`src/rtl/proc_sched_pkg.sv`:
```
// proc_sched_pkg: shared constants and types for the proc scheduler.
//   ST_*          FSM state encodings (IDLE, PKT_START, PKT_WAIT, CFG_APPLY, CFG_SETTLE)
//   cfg_target_e  reconfiguration target (CFG_PROC..CFG_EXEC)
//   CNT_W         width of the completion counters
//   mod_onehot()  target -> one-hot {exec, matcher, parser, proc} mod-start vector
package proc_sched_pkg;

  localparam int unsigned CNT_W = 32;
  localparam int unsigned ST_W  = 3;

  localparam logic [ST_W-1:0] ST_IDLE       = 3'd0;
  localparam logic [ST_W-1:0] ST_PKT_START  = 3'd1;
  localparam logic [ST_W-1:0] ST_PKT_WAIT   = 3'd2;
  localparam logic [ST_W-1:0] ST_CFG_APPLY  = 3'd3;
  localparam logic [ST_W-1:0] ST_CFG_SETTLE = 3'd4;

  typedef enum logic [1:0] {
    CFG_PROC    = 2'd0,
    CFG_PARSER  = 2'd1,
    CFG_MATCHER = 2'd2,
    CFG_EXEC    = 2'd3
  } cfg_target_e;

  // Bit 0 = proc, 1 = parser, 2 = matcher, 3 = exec.
  function automatic logic [3:0] mod_onehot(input logic [1:0] tgt);
    return 4'(1) << tgt;
  endfunction

endpackage

```
`src/rtl/proc_sched_wdog.sv`:
```
// proc_sched_wdog: busy-cycle watchdog for one packet in flight.
//   clk, rst   clock, synchronous active-low reset
//   clr        clear the count (packet just started)
//   en         count this cycle (waiting for proc completion)
//   fire_c     combinational: this is the TIMEOUT_CYCLES-th enabled cycle
module proc_sched_wdog #(
  parameter int unsigned TIMEOUT_CYCLES = 1024
) (
  input  logic clk,
  input  logic rst,
  input  logic clr,
  input  logic en,
  output logic fire_c
);

  localparam int unsigned W = $clog2(TIMEOUT_CYCLES + 1);

  logic [W-1:0] cnt;

  // Count enabled cycles; hold once firing since the scheduler leaves the wait state.
  always_ff @(posedge clk) begin
    if (!rst) begin
      cnt <= '0;
    end else if (clr) begin
      cnt <= '0;
    end else if (en && !fire_c) begin
      cnt <= cnt + W'(1);
    end
  end

  assign fire_c = en && (cnt == W'(TIMEOUT_CYCLES - 1));

endmodule

```
`src/rtl/proc_sched.sv`:
```
// proc_sched: sequences one proc instance. Admits packets, issues proc start and waits
// for completion; serialises reconfiguration (mod starts) so they only land while proc
// is idle; arbitrates packets vs configs with a bounded config burst.
// Optional watchdog: define PROC_SCHED_WDOG_EN.
// Ports:
//   clk, rst                       clock, synchronous active-low reset
//   pkt_valid_i/pkt_ready_o        packet request / accept (ready combinational)
//   pkt_done_o                     pulse when the accepted packet finishes
//   cfg_valid_i/cfg_target_i       config request and target (held until cfg_done_o)
//   cfg_ready_o                    config accept (combinational)
//   cfg_done_o                     pulse when settle completes
//   proc_start_o, proc_ready_i     proc handshake
//   proc/ps/mt/ex_mod_start_o      one-cycle reconfiguration strobes
//   pkt_cnt_o, cfg_cnt_o           wrapping completion counters
//   pkt_timeout_o, proc_flush_o    watchdog pulses (0 without PROC_SCHED_WDOG_EN)
import proc_sched_pkg::*;

module proc_sched #(
  parameter int unsigned MAX_CFG_BURST     = 4,
  parameter int unsigned CFG_SETTLE_CYCLES = 4,
  parameter int unsigned TIMEOUT_CYCLES    = 1024
) (
  input  logic             clk,
  input  logic             rst,
  input  logic             pkt_valid_i,
  output logic             pkt_ready_o,
  output logic             pkt_done_o,
  input  logic             cfg_valid_i,
  input  logic [1:0]       cfg_target_i,
  output logic             cfg_ready_o,
  output logic             cfg_done_o,
  output logic             proc_start_o,
  input  logic             proc_ready_i,
  output logic             proc_mod_start_o,
  output logic             ps_mod_start_o,
  output logic             mt_mod_start_o,
  output logic             ex_mod_start_o,
  output logic [CNT_W-1:0] pkt_cnt_o,
  output logic [CNT_W-1:0] cfg_cnt_o,
  output logic             pkt_timeout_o,
  output logic             proc_flush_o
);

  localparam int unsigned BURST_W  = $clog2(MAX_CFG_BURST + 1);
  localparam int unsigned SETTLE_W = 8;

  // Reject parameter values the counters cannot represent.
  if (CFG_SETTLE_CYCLES == 0 || CFG_SETTLE_CYCLES > 255 || TIMEOUT_CYCLES == 0) begin : g_param_chk
    $error("proc_sched: CFG_SETTLE_CYCLES must be 1..255 and TIMEOUT_CYCLES >= 1");
  end

  logic [ST_W-1:0]     state, state_nxt;
  logic [BURST_W-1:0]  burst_cnt, burst_nxt;
  logic [SETTLE_W-1:0] settle_cnt, settle_nxt;
  logic                start_nxt, pdone_nxt, cdone_nxt, tout_nxt, pkt_inc, cfg_inc;
  logic [3:0]          mod_nxt;
  logic                wdog_fire_c;

`ifdef PROC_SCHED_WDOG_EN
  proc_sched_wdog #(
    .TIMEOUT_CYCLES(TIMEOUT_CYCLES)
  ) u_wdog (
    .clk   (clk),
    .rst   (rst),
    .clr   (state == ST_PKT_START),
    .en    (state == ST_PKT_WAIT),
    .fire_c(wdog_fire_c)
  );
`else
  assign wdog_fire_c = 1'b0;
`endif

  // Next state, arbitration and next values of the registered strobes.
  always_comb begin
    state_nxt   = state;
    burst_nxt   = burst_cnt;
    settle_nxt  = settle_cnt;
    pkt_ready_o = 1'b0;
    cfg_ready_o = 1'b0;
    start_nxt   = 1'b0;
    mod_nxt     = 4'b0;
    pdone_nxt   = 1'b0;
    cdone_nxt   = 1'b0;
    tout_nxt    = 1'b0;
    pkt_inc     = 1'b0;
    cfg_inc     = 1'b0;
    case (state)
      ST_IDLE: begin
        // Config wins unless it has used up its burst while a packet waits.
        if (cfg_valid_i && !(pkt_valid_i && burst_cnt == BURST_W'(MAX_CFG_BURST))) begin
          cfg_ready_o = 1'b1;
          mod_nxt     = mod_onehot(cfg_target_i);
          state_nxt   = ST_CFG_APPLY;
          if (burst_cnt != BURST_W'(MAX_CFG_BURST)) begin
            burst_nxt = burst_cnt + BURST_W'(1);
          end
        end else if (pkt_valid_i) begin
          pkt_ready_o = 1'b1;
          start_nxt   = 1'b1;
          burst_nxt   = '0;
          state_nxt   = ST_PKT_START;
        end
      end
      ST_PKT_START: begin
        state_nxt = ST_PKT_WAIT;
      end
      ST_PKT_WAIT: begin
        // A completion on the watchdog's last cycle still counts as normal.
        if (proc_ready_i) begin
          pdone_nxt = 1'b1;
          pkt_inc   = 1'b1;
          state_nxt = ST_IDLE;
        end else if (wdog_fire_c) begin
          pdone_nxt = 1'b1;
          tout_nxt  = 1'b1;
          state_nxt = ST_IDLE;
        end
      end
      ST_CFG_APPLY: begin
        settle_nxt = SETTLE_W'(CFG_SETTLE_CYCLES - 1);
        state_nxt  = ST_CFG_SETTLE;
      end
      ST_CFG_SETTLE: begin
        if (settle_cnt == '0) begin
          cdone_nxt = 1'b1;
          cfg_inc   = 1'b1;
          state_nxt = ST_IDLE;
        end else begin
          settle_nxt = settle_cnt - SETTLE_W'(1);
        end
      end
      default: begin
        state_nxt = ST_IDLE;
      end
    endcase
  end

  // State, counters and registered output strobes.
  always_ff @(posedge clk) begin
    if (!rst) begin
      state            <= ST_IDLE;
      burst_cnt        <= '0;
      settle_cnt       <= '0;
      proc_start_o     <= 1'b0;
      proc_mod_start_o <= 1'b0;
      ps_mod_start_o   <= 1'b0;
      mt_mod_start_o   <= 1'b0;
      ex_mod_start_o   <= 1'b0;
      pkt_done_o       <= 1'b0;
      cfg_done_o       <= 1'b0;
      pkt_timeout_o    <= 1'b0;
      proc_flush_o     <= 1'b0;
      pkt_cnt_o        <= '0;
      cfg_cnt_o        <= '0;
    end else begin
      state            <= state_nxt;
      burst_cnt        <= burst_nxt;
      settle_cnt       <= settle_nxt;
      proc_start_o     <= start_nxt;
      proc_mod_start_o <= mod_nxt[0];
      ps_mod_start_o   <= mod_nxt[1];
      mt_mod_start_o   <= mod_nxt[2];
      ex_mod_start_o   <= mod_nxt[3];
      pkt_done_o       <= pdone_nxt;
      cfg_done_o       <= cdone_nxt;
      pkt_timeout_o    <= tout_nxt;
      proc_flush_o     <= tout_nxt;
      if (pkt_inc) begin
        pkt_cnt_o <= pkt_cnt_o + CNT_W'(1);
      end
      if (cfg_inc) begin
        cfg_cnt_o <= cfg_cnt_o + CNT_W'(1);
      end
    end
  end

endmodule
```
`config.mk`:
```
export PLATFORM = sky130hd
export DESIGN_NAME = proc_sched
export DESIGN_NICKNAME = d
export VERILOG_FILES = /design/src/rtl/proc_sched_pkg.sv /design/src/rtl/proc_sched_wdog.sv /design/src/rtl/proc_sched.sv
export SDC_FILE = /design/constraint.sdc
export NUM_CORES = 1
export LEC_CHECK = 0
export ABC_CLOCK_PERIOD_IN_PS = 1790
export CORE_MARGIN = 2
export CORE_UTILIZATION = 48
export CTS_BUF_LIST = sky130_fd_sc_hd__clkbuf_8
export CTS_CLUSTER_DIAMETER = 30
export DETAILED_ROUTE_END_ITERATION = 16
export GPL_TIMING_DRIVEN = 0
export HOLD_SLACK_MARGIN = 0.1
export PLACE_DENSITY_LB_ADDON = 0.1
export RECOVER_POWER = 25
export SYNTH_ARGS = -nofsm -noshare
export SYNTH_HDL_FRONTEND = slang
export SYNTH_SLANG_ARGS = --single-unit
```
`constraint.sdc`:
```
create_clock -name clk -period 1.79 [get_ports clk]
set_clock_uncertainty 0.05 [all_clocks]
set_input_delay 0.179 -clock clk [delete_from_list [all_inputs] [get_ports clk]]
set_output_delay 0.179 -clock clk [all_outputs]
set_load 0.01 [all_outputs]
```
Yosys cells after proc, flatten, opt, wreduce, memory -nomap -nowiden. Index checks and enable logic that the tools add are counted.

Register bits: 85. Bits in latches: 0. Memory bits (writable): 0. ROM bits: 0. Logic and storage cells: 58. Memories kept: 0.

Add/subtract/negate cells: 4. $mul: 0. Divide/modulo/power cells: 0. Magnitude comparators: 0. Eq/ne operators: 11. Shift-type cells: 1. Mux-type cells: 19. Bitwise operators: 0. Reductions and logical operators: 11.

Operator list (number): 32-bit by 1-bit adder with 32-bit output (second input constant) (2); 3-bit two-way mux (7); 8-bit one-hot mux with 2 select lines (1); 3-bit one-hot mux with 5 select lines (1); 1-bit two-way mux (9); 3-bit AND reduction (3); 8-bit zero test (1); 8-bit two-way mux (1); 8-bit by 1-bit subtractor with 8-bit output (second input constant) (1); 3-bit by 2-bit equality test with 1-bit output (second input constant) (2); 3-bit equality test (second input constant) (2); 2-bit inequality test (second input constant) (3); 3-bit inequality test (second input constant) (2); 2-bit nonzero test (2); 1-bit by 2-bit << shifter with 4-bit output (first input constant) (1); 3-bit by 1-bit adder with 3-bit output (second input constant) (1); 3-bit by 1-bit equality test with 1-bit output (second input constant) (1); 3-bit zero test (1); 1-bit logical AND (2); 2-bit by 1-bit inequality test with 1-bit output (second input constant) (1); 2-bit AND reduction (1); 1-bit zero test (1).

Longest topological paths before layout.
Depth after elaboration: 6. Mapped depth: 7. Gate-level depth less buffers: 6.

Worst setup path before layout. Ideal clock, no wire load.

Kind: register -> register. Start: reg settle_cnt[0]. End: reg cfg_cnt_o[27]. Arrival time: 1.687 ns. Required time: 1.609 ns. Path slack: -0.079 ns. Cell stages (with the launch flop): 8. Buffers on the path: 1. Path through: dfxtp_1 inv_1 ha_1 nor3b_2 nand4_1 clkbuf_1 o311ai_1 o41ai_1.

Longest elaborated chain between the ends: 3.

Ends and longest elaborated chain: start, declared (RTL line proc_sched.sv:54) `logic [SETTLE_W-1:0] settle_cnt, settle_nxt;`; start signal, assigned (RTL line proc_sched.sv:158) `settle_cnt <= settle_nxt;`; 8-bit zero test (RTL line proc_sched.sv:124) `if (settle_cnt == '0) begin`; 1-bit two-way mux (RTL line proc_sched.sv:124); 1-bit two-way mux (RTL line proc_sched.sv:87) `case (state)`; end signal, assigned (RTL line proc_sched.sv:172) `cfg_cnt_o <= cfg_cnt_o + CNT_W'(1);`; end, declared (RTL line proc_sched.sv:39) `output logic [CNT_W-1:0] cfg_cnt_o,`.

Every way passes these cells. A chain may end at the register's enable or synchronous reset.

Final worst setup path. Ends and elaborated chain as after synthesis.

==> reports/results.ini <==
[place]
hpwlAfterDp_um = 7470
port_buffers = 78
place_congestion = 0.823
dpl-instance-area_sq_um = 5130

[yosys]
synth.avg_cell_area_sq_um = 8.57
post_synth_main_area_contributors = sky130_fd_sc_hd__dfxtp_1 41%, sky130_fd_sc_hd__a21oi_1 4.8%, sky130_fd_sc_hd__mux2i_1 4.5%
post_synth_edffs = 0
dominant_synthesized_flop_cell = sky130_fd_sc_hd__dfxtp_1
share_of_the_synthesized_area_in_the_top_cell_type = 0.406
synthSimpleGateAreaFrac = 0.309
post_synth_fa_ha_maj_area_fraction = 0.0179
post_synthesis_register_bit_count = 85
yosys_top_cell_by_area = sky130_fd_sc_hd__dfxtp_1
syn-instance-count = 489
synth_compound_area_frac = 0.150
yosysSeqAreaShare = 0.406
synth-xor-area-share = 0.0230
synth.area.mux_share = 0.0454
synthDistinctLibCells = 51
synth_async_sr_flop_share = 0
largest_family_of_logic_cells_by_synthesized_area = simple AND/OR/NAND/NOR gates
ys_warn_count = 0
syn_area_sq_um = 4190

[clock_network]
path_clk_slew_ns = 0.08
clock-root-buffer = sky130_fd_sc_hd__clkbuf_8
ctsLongestPathBuffers = 2
cts_htree_levels = 3
cts_inserted_buffers = 9
cts.sink_count = 85
clock_tree_from_tritoncts = built
worstSkewPairLatency_ns = 0.35

[cells_and_area]
finish.utilization = 0.705
final_common_cell = sky130_fd_sc_hd__clkdlybuf4s50_1
final_cell_area_sq_um = 6060
multi_input_area_sq_um = 2690
syn2layout_area_growth_pct = 44.7
num-fill-cells = 677
most-common-layout-cells = 76 x sky130_fd_sc_hd__clkdlybuf4s50_1, 65 x sky130_fd_sc_hd__dfxtp_1, 43 x sky130_fd_sc_hd__nand2_1
drive_gt1_frac = 0.264
num_antenna_cells = 0
final_nets = 622
seq_area_sq_um = 1750

[critical_path]
max_stage_delay_ns = 0.45
worst_r2r_setup_slack_ns = -0.25
timing.critical_path.fanout_max = 8
timing_worst_setup_path_type = reg2reg
crit_slowest_cell = sky130_fd_sc_hd__o41ai_1
path_cells = inv_4, ha_4, nor3b_4, nand4_1, buf_4, buf_6, o41ai_1
crit_end_category = flip-flop
cp.required_ns = 1.95
arrival_ns = 2.20
startpoint_type = flip-flop

[grt]
gr-total-overflow = 0
antenna_found_initial = 0
first_global_vias = 3939
pin_count_of_the_biggest_net_entering_global_routing = 14
grt_first_pass_wirelength_um = 18700
grt.total_usage = 0.235

[route]
num_vias = 4295
antenna_left = 0
route.detailed.wl_per_inst_um = 16.6
post-route-drc-count = 0
drc_marker_count_from_the_first_detailed_route_iteration = 162
viasPerCell = 5.96
drt_wl_total_um = 11900
detailedRoute.firstPassIterationCount = 5

[sta]
final.hold.worst_slack_ns = 0.197
slew_at_the_pin_with_the_worst_max_slew_slack_ns = 0.716
final-setup-viol-count = 35
unrepaired_setup_endpoints_after_global_routing = true
final_number_of_max_transition_violations = 0
fin_ws_ns = -0.245
max-slew-margin-rel = 0.523
max_freq_mhz = 491
timing.setup.tns_ns = -3.00
layout_min_cycle_time_ns = 2.04
post-route-period-util = 1.14
finalHoldViolations = 0

[hold_path]
min_path_type = in2reg

[floorplan]
placeableCoreArea_sq_um = 8590
std_cell_rows = 34
die_width_um = 97.4
start_util = 0.488
die-height_um = 97.4
floorplan.die_area_sq_um = 9490
num_io_pins = 82

[outcome]
violations = setup timing
run_status = finished, violations left

[pwr]
totalPowerFinal_mw = 3.77
ir_worst_vdd_mv = 0.381
p_per_area_nw_per_um2 = 622
power.leakage_nw = 2.09

[job]
maxCapViolations = 0

## logic make-up after synthesis
kind of cell / count (synthesis)
flops: 85
compound gates: 99
mux: 19
buf+inv: 49
xor+xnor: 11
simple gates: 219
fa+ha+maj: 6
other cells: 1
## cell type report
type	instances	share of cell area
multi-input cells	356	0.444
clock buffers	9	0.0204
inverters	17	0.0114
clock inverters	6	0.00949
flip-flops and latches	85	0.288
plain buffers	26	0.0291
repair buffers	114	0.175
well taps	108	0.0223
## cell usage after synthesis (all sizes together) (4+ instances only)
| master | number |
|---|---|
| nand2b | 15 |
| nor2 | 18 |
| and2 | 7 |
| mux2i | 19 |
| a21oi | 40 |
| dfxtp | 85 |
| nand4 | 22 |
| or4 | 21 |
| clkbuf | 25 |
| inv | 17 |
| xor2 | 8 |
| ha | 6 |
| nand2 | 45 |
| nor3b | 6 |
| and3 | 8 |
| nand3 | 21 |
| o21ai | 20 |
| nor3 | 4 |
| nor4 | 14 |
| and4 | 12 |
| or3 | 19 |
| buf | 7 |
| o31ai | 18 |
## routing by layer
| metal | part of all wire | routed length, um | up-vias | track usage |
|---|---|---|---|---|
| met3 | 0.041 | 492 | 29 | 0.0388 |
| met2 | 0.51 | 6100 | 123 | 0.416 |
| met5 | 0 | 0 | - | 0 |
| li1 | - | - | 2056 | - |
| met4 | 0.019 | 224 | 0 | 0.0716 |
| met1 | 0.43 | 5130 | 2087 | 0.293 |
## worst max-delay path: cells and delay by family, from the launching register on
kind | cells | cell delay [ns]
buffers and inverters | 3 | 0.39
DFF | 1 | 0.37
and+or+nand+nor | 2 | 0.53
adders and majority gates | 1 | 0.12
AOI/OAI and AO/OA | 1 | 0.45
## power breakdown
group / switching (mW) / internal, mW
Clock: 0.686 / 0.626
Combinational: 0.244 / 0.235
Sequential: 0.0518 / 1.93
Total: 0.982 / 2.79
## sequential cells by signal (all words and copies together), names as in the netlist, 3 cells and up
name	count
settle_cnt	8
cfg_cnt_o	32
state	3
burst_cnt	3
pkt_cnt_o	32
## stage by stage
stage | setup slack (ns) | std cells
2_1_floorplan | -0.0208 | 490
3_3_place_gp | -0.477 | 676
3_5_place_dp | -0.493 | 676
4_1_cts | -0.114 | 707
5_1_grt | -0.302 | 721
6_report | -0.245 | 721
## what timing repair did
| action | CTS | global route |
|---|---|---|
| hold buffers | 0 | 0 |
| cloned | 0 | 1 |
| resized for setup | 68 | 94 |
| buffers inserted | 22 | 13 |
| endpoints found under the setup margin | 59 | 58 |
| pin swaps | 25 | 31 |
## worst paths after layout
kind | start | endpoint | cells past startpoint
worst max-delay path | settle_cnt[0] | cfg_cnt_o[27] | 7
worst min-delay path | rst | cfg_cnt_o[26] | 3
worst min register to register | cfg_cnt_o[31] | cfg_cnt_o[31] | 2
worst max register to register | settle_cnt[0] | cfg_cnt_o[27] | 7
Note: power is estimated with default switching activity, not from simulation.
